===== config.mk =====
export PLATFORM = sky130hd
export DESIGN_NAME = motor_cmd_arbiter
export DESIGN_NICKNAME = d
export VERILOG_FILES = /design/src/rtl/motor_cmd_pkg.sv /design/src/rtl/motor_ramp.sv /design/src/rtl/motor_cmd_arbiter.sv
export SDC_FILE = /design/constraint.sdc
export NUM_CORES = 1
export LEC_CHECK = 0
export ABC_AREA = 1
export BUFFER_PORTS_ARGS = -buffer_cell sky130_fd_sc_hd__buf_2
export CORE_MARGIN = 4
export CORE_UTILIZATION = 62
export CTS_CLUSTER_SIZE = 24
export DETAILED_ROUTE_END_ITERATION = 12
export PLACE_DENSITY = 0.93
export REMOVE_ABC_BUFFERS = 1
export SLEW_MARGIN = 15
export SYNTH_ARGS = -nofsm -noshare
export SYNTH_HDL_FRONTEND = slang
export SYNTH_SLANG_ARGS = --single-unit

===== constraint.sdc =====
create_clock -name clk100 -period 6 [get_ports clk100]
set_input_delay 1.2 -clock clk100 [delete_from_list [all_inputs] [get_ports clk100]]
set_output_delay 1.2 -clock clk100 [all_outputs]
set_load 0.05 [all_outputs]

===== src/rtl/motor_cmd_pkg.sv =====
// rtl/motor_cmd_pkg.sv - shared ramp state type, default sizes and packed-bus helper
// Used by motor_cmd_arbiter and motor_ramp (import motor_cmd_pkg::*).
// Contents: ramp_state_t, DEF_SPEED_W, DEF_RAMP_DIV, src_speed_at().
package motor_cmd_pkg;

  typedef enum logic [1:0] {HOLD, UP, DOWN, REVERSE} ramp_state_t;

  localparam int DEF_SPEED_W  = 4;
  localparam int DEF_RAMP_DIV = 1000000;

  // Widest packed source bus and speed field the helper can extract from.
  localparam int MAX_BUS_W   = 256;
  localparam int MAX_SPEED_W = 32;

  // Returns the speed field of source idx from a packed bus of width-bit fields.
  function automatic logic [MAX_SPEED_W-1:0] src_speed_at(
    input logic [MAX_BUS_W-1:0] bus,
    input int                   idx,
    input int                   width
  );
    logic [MAX_BUS_W-1:0]   shifted;
    logic [MAX_SPEED_W-1:0] field;
    shifted = bus >> (idx * width);
    field   = '0;
    for (int b = 0; b < MAX_SPEED_W; b++) begin
      if (b < width) field[b] = shifted[b];
    end
    return field;
  endfunction

endpackage


===== src/rtl/motor_ramp.sv =====
// rtl/motor_ramp.sv - soft-start ramp with safe reversal for the applied speed/turn
// Ports:
//   clk100, reset          clock and synchronous active-high reset
//   tgt_speed, tgt_turn    target the output ramps towards
//   speed, turn            applied (ramped) speed and direction, registered
//   busy                   high while speed/turn differ from the target
//   settled                one-cycle pulse in the first cycle busy is low again
module motor_ramp
  import motor_cmd_pkg::*;
#(
  parameter int SPEED_W  = DEF_SPEED_W,
  parameter int RAMP_DIV = DEF_RAMP_DIV
) (
  input  logic               clk100,
  input  logic               reset,
  input  logic [SPEED_W-1:0] tgt_speed,
  input  logic               tgt_turn,
  output logic [SPEED_W-1:0] speed,
  output logic               turn,
  output logic               busy,
  output logic               settled
);

  localparam int               CNT_W    = (RAMP_DIV > 1) ? $clog2(RAMP_DIV) : 1;
  localparam logic [CNT_W-1:0] CNT_LAST = CNT_W'(RAMP_DIV - 1);

  logic [CNT_W-1:0] tick_cnt;
  logic             tick;
  ramp_state_t      state;
  ramp_state_t      state_next;

  // Free-running divider: retargeting never restarts it.
  assign tick = (tick_cnt == CNT_LAST);

  // Direction must match before any acceleration: slow to zero, flip, then climb.
  always_comb begin
    state_next = HOLD;
    if (turn != tgt_turn)        state_next = (speed != '0) ? DOWN : REVERSE;
    else if (speed < tgt_speed)  state_next = UP;
    else if (speed > tgt_speed)  state_next = DOWN;
  end

  always_ff @(posedge clk100) begin
    if (reset) begin
      tick_cnt <= '0;
      state    <= HOLD;
      speed    <= '0;
      turn     <= 1'b0;
      busy     <= 1'b0;
      settled  <= 1'b0;
    end else begin
      tick_cnt <= tick ? '0 : tick_cnt + 1'b1;
      state    <= state_next;
      busy     <= (state_next != HOLD);
      settled  <= (state != HOLD) && (state_next == HOLD);
      if (tick) begin
        case (state_next)
          UP:      if (speed != '1) speed <= speed + 1'b1;
          DOWN:    if (speed != '0) speed <= speed - 1'b1;
          REVERSE: turn <= tgt_turn;
          default: ;
        endcase
      end
    end
  end

endmodule


===== src/rtl/motor_cmd_arbiter.sv =====
// rtl/motor_cmd_arbiter.sv - N-source motor command selector feeding a soft-start ramp
// Optional feature: define MOTOR_CMD_WDOG_EN to add a command watchdog (WDOG_CYCLES, wdog_trip).
// Ports:
//   clk100, reset                   clock and synchronous active-high reset
//   src_speed/src_turn/src_done     per-source command; rising src_done = new command
//   mode_manual, sel                manual select (sel >= N_SRC picks source 0) or auto
//   speed, turn                     ramped outputs to the driver
//   active_src                      source currently providing the target
//   busy, settled                   ramp in progress / one-cycle end-of-ramp pulse
//   new_cmd                         one-cycle pulse on an accepted command edge
//   wdog_trip                       (watchdog build only) target forced to zero
module motor_cmd_arbiter
  import motor_cmd_pkg::*;
#(
  parameter int N_SRC    = 2,
  parameter int SPEED_W  = DEF_SPEED_W,
  parameter int RAMP_DIV = DEF_RAMP_DIV,
`ifdef MOTOR_CMD_WDOG_EN
  parameter int WDOG_CYCLES = 200000000,
`endif
  localparam int SEL_W   = $clog2(N_SRC)
) (
  input  logic                     clk100,
  input  logic                     reset,
  input  logic [N_SRC*SPEED_W-1:0] src_speed,
  input  logic [N_SRC-1:0]         src_turn,
  input  logic [N_SRC-1:0]         src_done,
  input  logic                     mode_manual,
  input  logic [SEL_W-1:0]         sel,
  output logic [SPEED_W-1:0]       speed,
  output logic                     turn,
  output logic [SEL_W-1:0]         active_src,
  output logic                     busy,
  output logic                     settled,
`ifdef MOTOR_CMD_WDOG_EN
  output logic                     wdog_trip,
`endif
  output logic                     new_cmd
);

  logic [N_SRC-1:0]   done_q;
  logic [N_SRC-1:0]   rise;
  logic               rise_any;
  logic [SEL_W-1:0]   rise_idx;
  logic [SEL_W-1:0]   sel_eff;
  logic [SEL_W-1:0]   pick;
  logic               cmd_accept;
  logic [SPEED_W-1:0] tgt_speed;
  logic               tgt_turn;
  logic [SPEED_W-1:0] ramp_tgt_speed;

  assign rise    = src_done & ~done_q;
  assign sel_eff = (int'(sel) < N_SRC) ? sel : '0;

  // Lowest-index rising source wins when several arrive together.
  always_comb begin
    rise_any = |rise;
    rise_idx = '0;
    for (int i = N_SRC - 1; i >= 0; i--) begin
      if (rise[i]) rise_idx = SEL_W'(i);
    end
  end

  assign pick       = mode_manual ? sel_eff : rise_idx;
  assign cmd_accept = mode_manual ? rise[sel_eff] : rise_any;

  // Manual mode tracks the selected source every cycle; auto mode only
  // reloads on a command edge, so a manual->auto switch keeps the last target.
  always_ff @(posedge clk100) begin
    if (reset) begin
      done_q     <= '0;
      new_cmd    <= 1'b0;
      active_src <= '0;
      tgt_speed  <= '0;
      tgt_turn   <= 1'b0;
    end else begin
      done_q  <= src_done;
      new_cmd <= cmd_accept;
      if (mode_manual || rise_any) begin
        active_src <= pick;
        tgt_speed  <= SPEED_W'(src_speed_at(MAX_BUS_W'(src_speed), int'(pick), SPEED_W));
        tgt_turn   <= src_turn[pick];
      end
    end
  end

`ifdef MOTOR_CMD_WDOG_EN
  logic [31:0] wdog_cnt;

  // Saturates at WDOG_CYCLES; only an accepted command re-arms it.
  always_ff @(posedge clk100) begin
    if (reset || cmd_accept) begin
      wdog_cnt  <= '0;
      wdog_trip <= 1'b0;
    end else if (wdog_cnt == 32'(WDOG_CYCLES)) begin
      wdog_trip <= 1'b1;
    end else begin
      wdog_cnt <= wdog_cnt + 1'b1;
    end
  end

  assign ramp_tgt_speed = wdog_trip ? '0 : tgt_speed;
`else
  assign ramp_tgt_speed = tgt_speed;
`endif

  motor_ramp #(
    .SPEED_W  (SPEED_W),
    .RAMP_DIV (RAMP_DIV)
  ) u_ramp (
    .clk100    (clk100),
    .reset     (reset),
    .tgt_speed (ramp_tgt_speed),
    .tgt_turn  (tgt_turn),
    .speed     (speed),
    .turn      (turn),
    .busy      (busy),
    .settled   (settled)
  );

endmodule


==> flow_summary.toml, run 1 <==
[run_status]
status = "finished, final reports clean"

[clock_tree]
clkTransAtPathRegs_ns = 0.12
ctsHoldBuffers = 0
cts_buffers = 5
tritoncts = "yes"
cts_setup_buffers = 0
cts_sinks = 38
clockRootBuffer = "clkbuf_4"
cts_max_level = 2
worstSkewPairLatency_ns = 0.35
cts_resized = 0
clk_path_buf_depth = 2

[timing]
fin_hold_ws_ns = 0.480
setup_viol = 0
max_freq_mhz = 351
slew_headroom = 0.280
rsz0062_at_grt = "no"
min_period_ns = 2.85
fin_crit_sh = 0.474
tns_ns = 0
final-hold-violation-count = 0
finClkSkew_ns = 0.0131
drv_slew = 0
worst_slew_pin_slew_ns = 1.08

[synth]
synth_area_mm2 = 0.00213
yosys.area.top_type = "dfxtp_1"
yosysSeqAreaShare = 0.357
syn_area_per_cell_um2 = 7.18
ys_types = 28
synth_top_area_share = 0.357
yosysWarningCount = 0
synthCells = 297
synthTopCellsByArea = "dfxtp_1 (36%), nand2_1 (11%), inv_1 (7.0%)"
synth-seq-cells = 38

[global_routing]
grt_pass1_vias = 1649
grt_usage = 0.209
grt_max_degree = 21
grt-ovfl-total = 0
grt_pass1_wl_um = 7070
antenna_found_initial = 0

[routing]
vias_per_cell = 4.98
ant_nets = 0
drtPass1Iterations = 4
drt_wl_total_um = 4090
num_vias = 1847
wl_per_cell_um = 11.0
drt_iter0_markers = 73
drc = 0

[final_layout]
fillCellCount = 289
multiInputGateArea_mm2 = 0.00118
fin_nets = 352
layout-drive-gt1-share = 0.188
antenna_cells = 0
postLayoutCellArea_mm2 = 0.00234
final_util = 0.701
area_growth_pct = 9.68
final_cell_mix = "nand2_1 (62), inv_1 (40), nor2_1 (38), dfxtp_1 (38), buf_2 (24)"
mostFrequentLayoutCell = "nand2_1"
final-seq-area_um2 = 761

[placed_design]
portBuffers = 24
hpwl_um = 3080
place_congestion = 0.792
place_area_mm2 = 0.00228

[floorplan]
die_w_um = 66.6
start_util = 0.639
rows = 21
fp.dieH_um = 66.6
core_mm2 = 0.00334
dieArea_mm2 = 0.00444
io_pins = 25

[critical_path]
crit_type = "reg -> reg"
required_ns = 6.26
r2r_slack_ns = 3.15
arrival_ns = 3.10
startpoint = "u_ramp.speed[0]"
regToRegStartpoint = "u_ramp.speed[0]"
start_kind = "register"
rr_worst_depth = 13
end_kind = "register"
critical_path.max_fanout = 6

[worst_hold_path]
worst_hold_path.num_cells = 1
hold_class = "reg -> reg"
hp-start = "u_ramp.tick_cnt[0]"

[pwr]
peakVddDrop_v = 0.000201
finalPower_uw = 485
p_leak_nw = 1.06
power_density_mw_per_mm2 = 207

[flow_run]
drv_cap = 0
==> cell usage after synthesis, drive strengths merged <==
cell	n
a21o	1
a21oi	17
buf	3
clkbuf	1
dfxtp	38
fa	1
ha	11
inv	43
nand2	65
nand3	25
nand3b	2
nand4	2
nor2	56
nor3	5
o21ai	13
o21bai	1
xnor2	3
xor2	10
==> sequential cells by signal, summed over array words and instances, names as in the netlist <==
register,count
active_src,1
done_q,2
new_cmd,1
ramp_tgt_speed,4
tgt_turn,1
u_ramp.busy,1
u_ramp.settled,1
u_ramp.speed,4
u_ramp.state,2
u_ramp.tick_cnt,20
u_ramp.turn,1
==> worst paths after layout <==
kind	endpoint
worst max-delay path	u_ramp.speed[3]
worst min-delay path	u_ramp.tick_cnt[0]
worst max register to register	u_ramp.speed[3]
worst min register to register	u_ramp.tick_cnt[0]
==> cell families after synthesis <==
kind of cell / share of synthesized area
compound gates: 0.0810
xor+xnor: 0.0534
fa+ha+maj: 0.0739
buf+inv: 0.0904
flops: 0.357
simple gates: 0.344
==> metrics by stage <==
step | instances | worst slack (ns)
4_1_cts | 371 | 3.17
5_1_grt | 371 | 2.82
2_1_floorplan | 293 | 3.20
3_5_place_dp | 363 | 3.18
6_report | 371 | 3.15
3_3_place_gp | 363 | 3.36
==> critical path, cell delays in order (launching register included) <==
cell and delay [ns]:
dfxtp_1 0.45, inv_1 0.12, ha_1 0.29, nand4_1 0.08, o21ai_0 0.48, inv_1 0.16, ha_1 0.30, ha_1 0.35
a21oi_1 0.20, nand3_1 0.09, nand2_1 0.07, nand3_1 0.07, nand2_1 0.07, nor2_1 0.04
==> final cells by class <==
| type | instances | share of cell area |
|---|---|---|
| clock inverter | 1 | 0.00214 |
| tap | 46 | 0.0246 |
| sequential | 38 | 0.325 |
| multi-input combinational | 212 | 0.504 |
| timing repair buffer | 24 | 0.0514 |
| inverter | 43 | 0.0690 |
| clock buffer | 7 | 0.0235 |
==> metal layers <==
layer  global-route usage  vias up  share of wire
li1                     -      980              -
met1                0.269      826           0.46
met2                0.337       34           0.49
met3               0.0438        7          0.039
met4               0.0863        0          0.014
met5                    0        -              0
==> power by group <==
part	switching [mW]	total (mW)	internal, mW
Sequential	0.00421	0.266	0.262
Clock	0.0815	0.138	0.0568
Combinational	0.0547	0.0809	0.0262
No activity file was read; power rests on OpenSTA's default activity.
==> inputs of run 2 (changes only) <==
Settings changed: CORE_UTILIZATION 62 to 52, PLACE_DENSITY 0.93 to 0.84.
Clock period 6 ns to 2.4 ns, I/O delays scaled along.
==> flow_summary.toml, run 2 (synthesis gave the netlist of run 1 again) <==
[final_layout]
regMostFlops = "u_ramp.tick_cnt"
multiInputGateArea_mm2 = 0.00122
final-seq-area_um2 = 761
stdcell_count = 384
fin_nets = 362
area_growth_pct = 17.8
layout-drive-gt1-share = 0.228
mostFrequentLayoutCell = "nand2_1"
largest_reg_flops = 20
postLayoutCellArea_mm2 = 0.00251
fillCellCount = 354
final_cell_mix = "nand2_1 (62), inv_1 (39), nor2_1 (38), dfxtp_1 (38), buf_2 (24)"
antenna_cells = 0

[timing]
max_freq_mhz = 444
worst_slew_pin_slew_ns = 0.296
layout_setup_ws_ns = 0.148
drv_slew = 0
finClkSkew_ns = 0.00626
final-hold-violation-count = 0
fin_crit_sh = 0.938
slew_headroom = 0.802
min_period_ns = 2.25
setup_viol = 0
rsz0062_at_grt = "no"

[pwr]
p_leak_nw = 1.13
power_density_mw_per_mm2 = 572
peakVddDrop_v = 0.000357

[placed_design]
place_area_mm2 = 0.00235
portBuffers = 24
place_inst = 376
place_congestion = 0.802
dp_slack_ns = -0.0260
hpwl_um = 3160

[critical_path]
arrival_ns = 2.44
required_ns = 2.58
critical_path.cell_chain = "inv_1, ha_1, inv_1, a21oi_1, o21ai_0, o21ai_1, inv_1, ha_4, inv_1, fa_1, xor2_1, nand3_1, nand2_1, nor2_1"
cpMostUsedCell = "inv_1"
regToRegStartpoint = "u_ramp.speed[0]"
end_kind = "register"
crit_family = "adder cells"
cp_slowest_cell = "fa_1"
startpoint = "u_ramp.speed[0]"
crit_type = "reg -> reg"
critical_path_buf_inv_count = 4
cp_slowest_stage_delay_ns = 0.37
start_kind = "register"
critical_path.max_fanout = 5

[clock_tree]
clkTransAtPathRegs_ns = 0.07
tritoncts = "yes"
cts_max_level = 2
worstSkewPairLatency_ns = 0.29
cts_buffers = 5
clk_path_buf_depth = 2
cts_sinks = 38
clockRootBuffer = "clkbuf_8"

[routing]
wl_met2_um = 1930
drtPass1Iterations = 4
wl_met1_um = 1930
drt_iter0_markers = 63
wl_per_cell_um = 10.6
vias_per_cell = 4.85
drt_wl_total_um = 4080
top_layer = "met4"
drc = 0
met3_length_um = 139
ant_nets = 0
num_vias = 1864

[global_routing]
antenna_found_initial = 0
grt_usage = 0.173
grt_pass1_vias = 1736
grt_pass1_wl_um = 7240
grt-ovfl-total = 0
grt_max_degree = 15

[floorplan]
rows = 23
dieArea_mm2 = 0.00519
io_pins = 25
fp.dieH_um = 72.0
die_w_um = 72.0
core_mm2 = 0.00397
start_util = 0.537

[worst_hold_path]
hold_class = "in -> reg"
hp-start = "src_done[1]"

[run_status]
status = "finished, final reports clean"

[flow_run]
drv_cap = 0
## run 2: cell types whose count changed in the layout (fill, tap and decap cells not counted), sizes merged
cell | before | now
buf | 24 | 34
bufinv | 0 | 1
clkbuf | 7 | 6
clkinv | 1 | 0
## run 2: cell type report
cell class	instances	area share
Clock buffer	6	0.0329
Clock inverter	1	0.0120
Inverter	43	0.0642
Multi-Input combinational cell	212	0.486
Sequential cell	38	0.303
Tap cell	50	0.0249
Timing Repair Buffer	34	0.0777
## run 2: through the flow
step	util	total power, mW	hold WS (ns)	TNS (ns)
3_3_place_gp	0.592	0.881	0.448	0
5_1_grt	0.633	1.52	0.412	0
3_5_place_dp	0.592	0.888	0.461	-0.0260
6_report	0.633	1.44	0.403	0
4_1_cts	0.621	1.44	0.394	0
2_1_floorplan	-	0.822	0.438	-1.13
## run 2: report_power, final
group          switching, mW  leakage, nW  internal, mW
clock                  0.211       0.0573         0.332
combinational          0.142        0.764        0.0876
sequential            0.0104        0.310         0.655
## run 2: metal layers
layer | GRT usage | vias up
met5 | 0 | -
met4 | 0.0814 | 0
met3 | 0.0332 | 8
met2 | 0.280 | 25
met1 | 0.223 | 827
li1 | - | 1004
## run 2: worst min-delay path, stage by stage
cell and delay (ns):
buf_2 0.07, inv_1 0.04, nor2_1 0.07
## run 2: path summary, 6_finish.rpt
| path | endpoint | slack, ns | cells after the start |
|---|---|---|---|
| max | u_ramp.speed[2] | 0.15 | 14 |
| min | done_q[1] | 0.40 | 3 |
| max reg2reg | u_ramp.speed[2] | 0.15 | 14 |
| min reg2reg | u_ramp.tick_cnt[0] | 0.48 | 1 |
## run 2: repair_timing
| action | 4_1_cts | 5_1_grt |
|---|---|---|
| hold buffers | 0 | 0 |
| gates cloned | 0 | 0 |
| setup buffers | 0 | 1 |
| endpoints found under the hold margin | 0 | 0 |
| setup endpoints to repair | 1 | 3 |
| resized for setup | 1 | 6 |
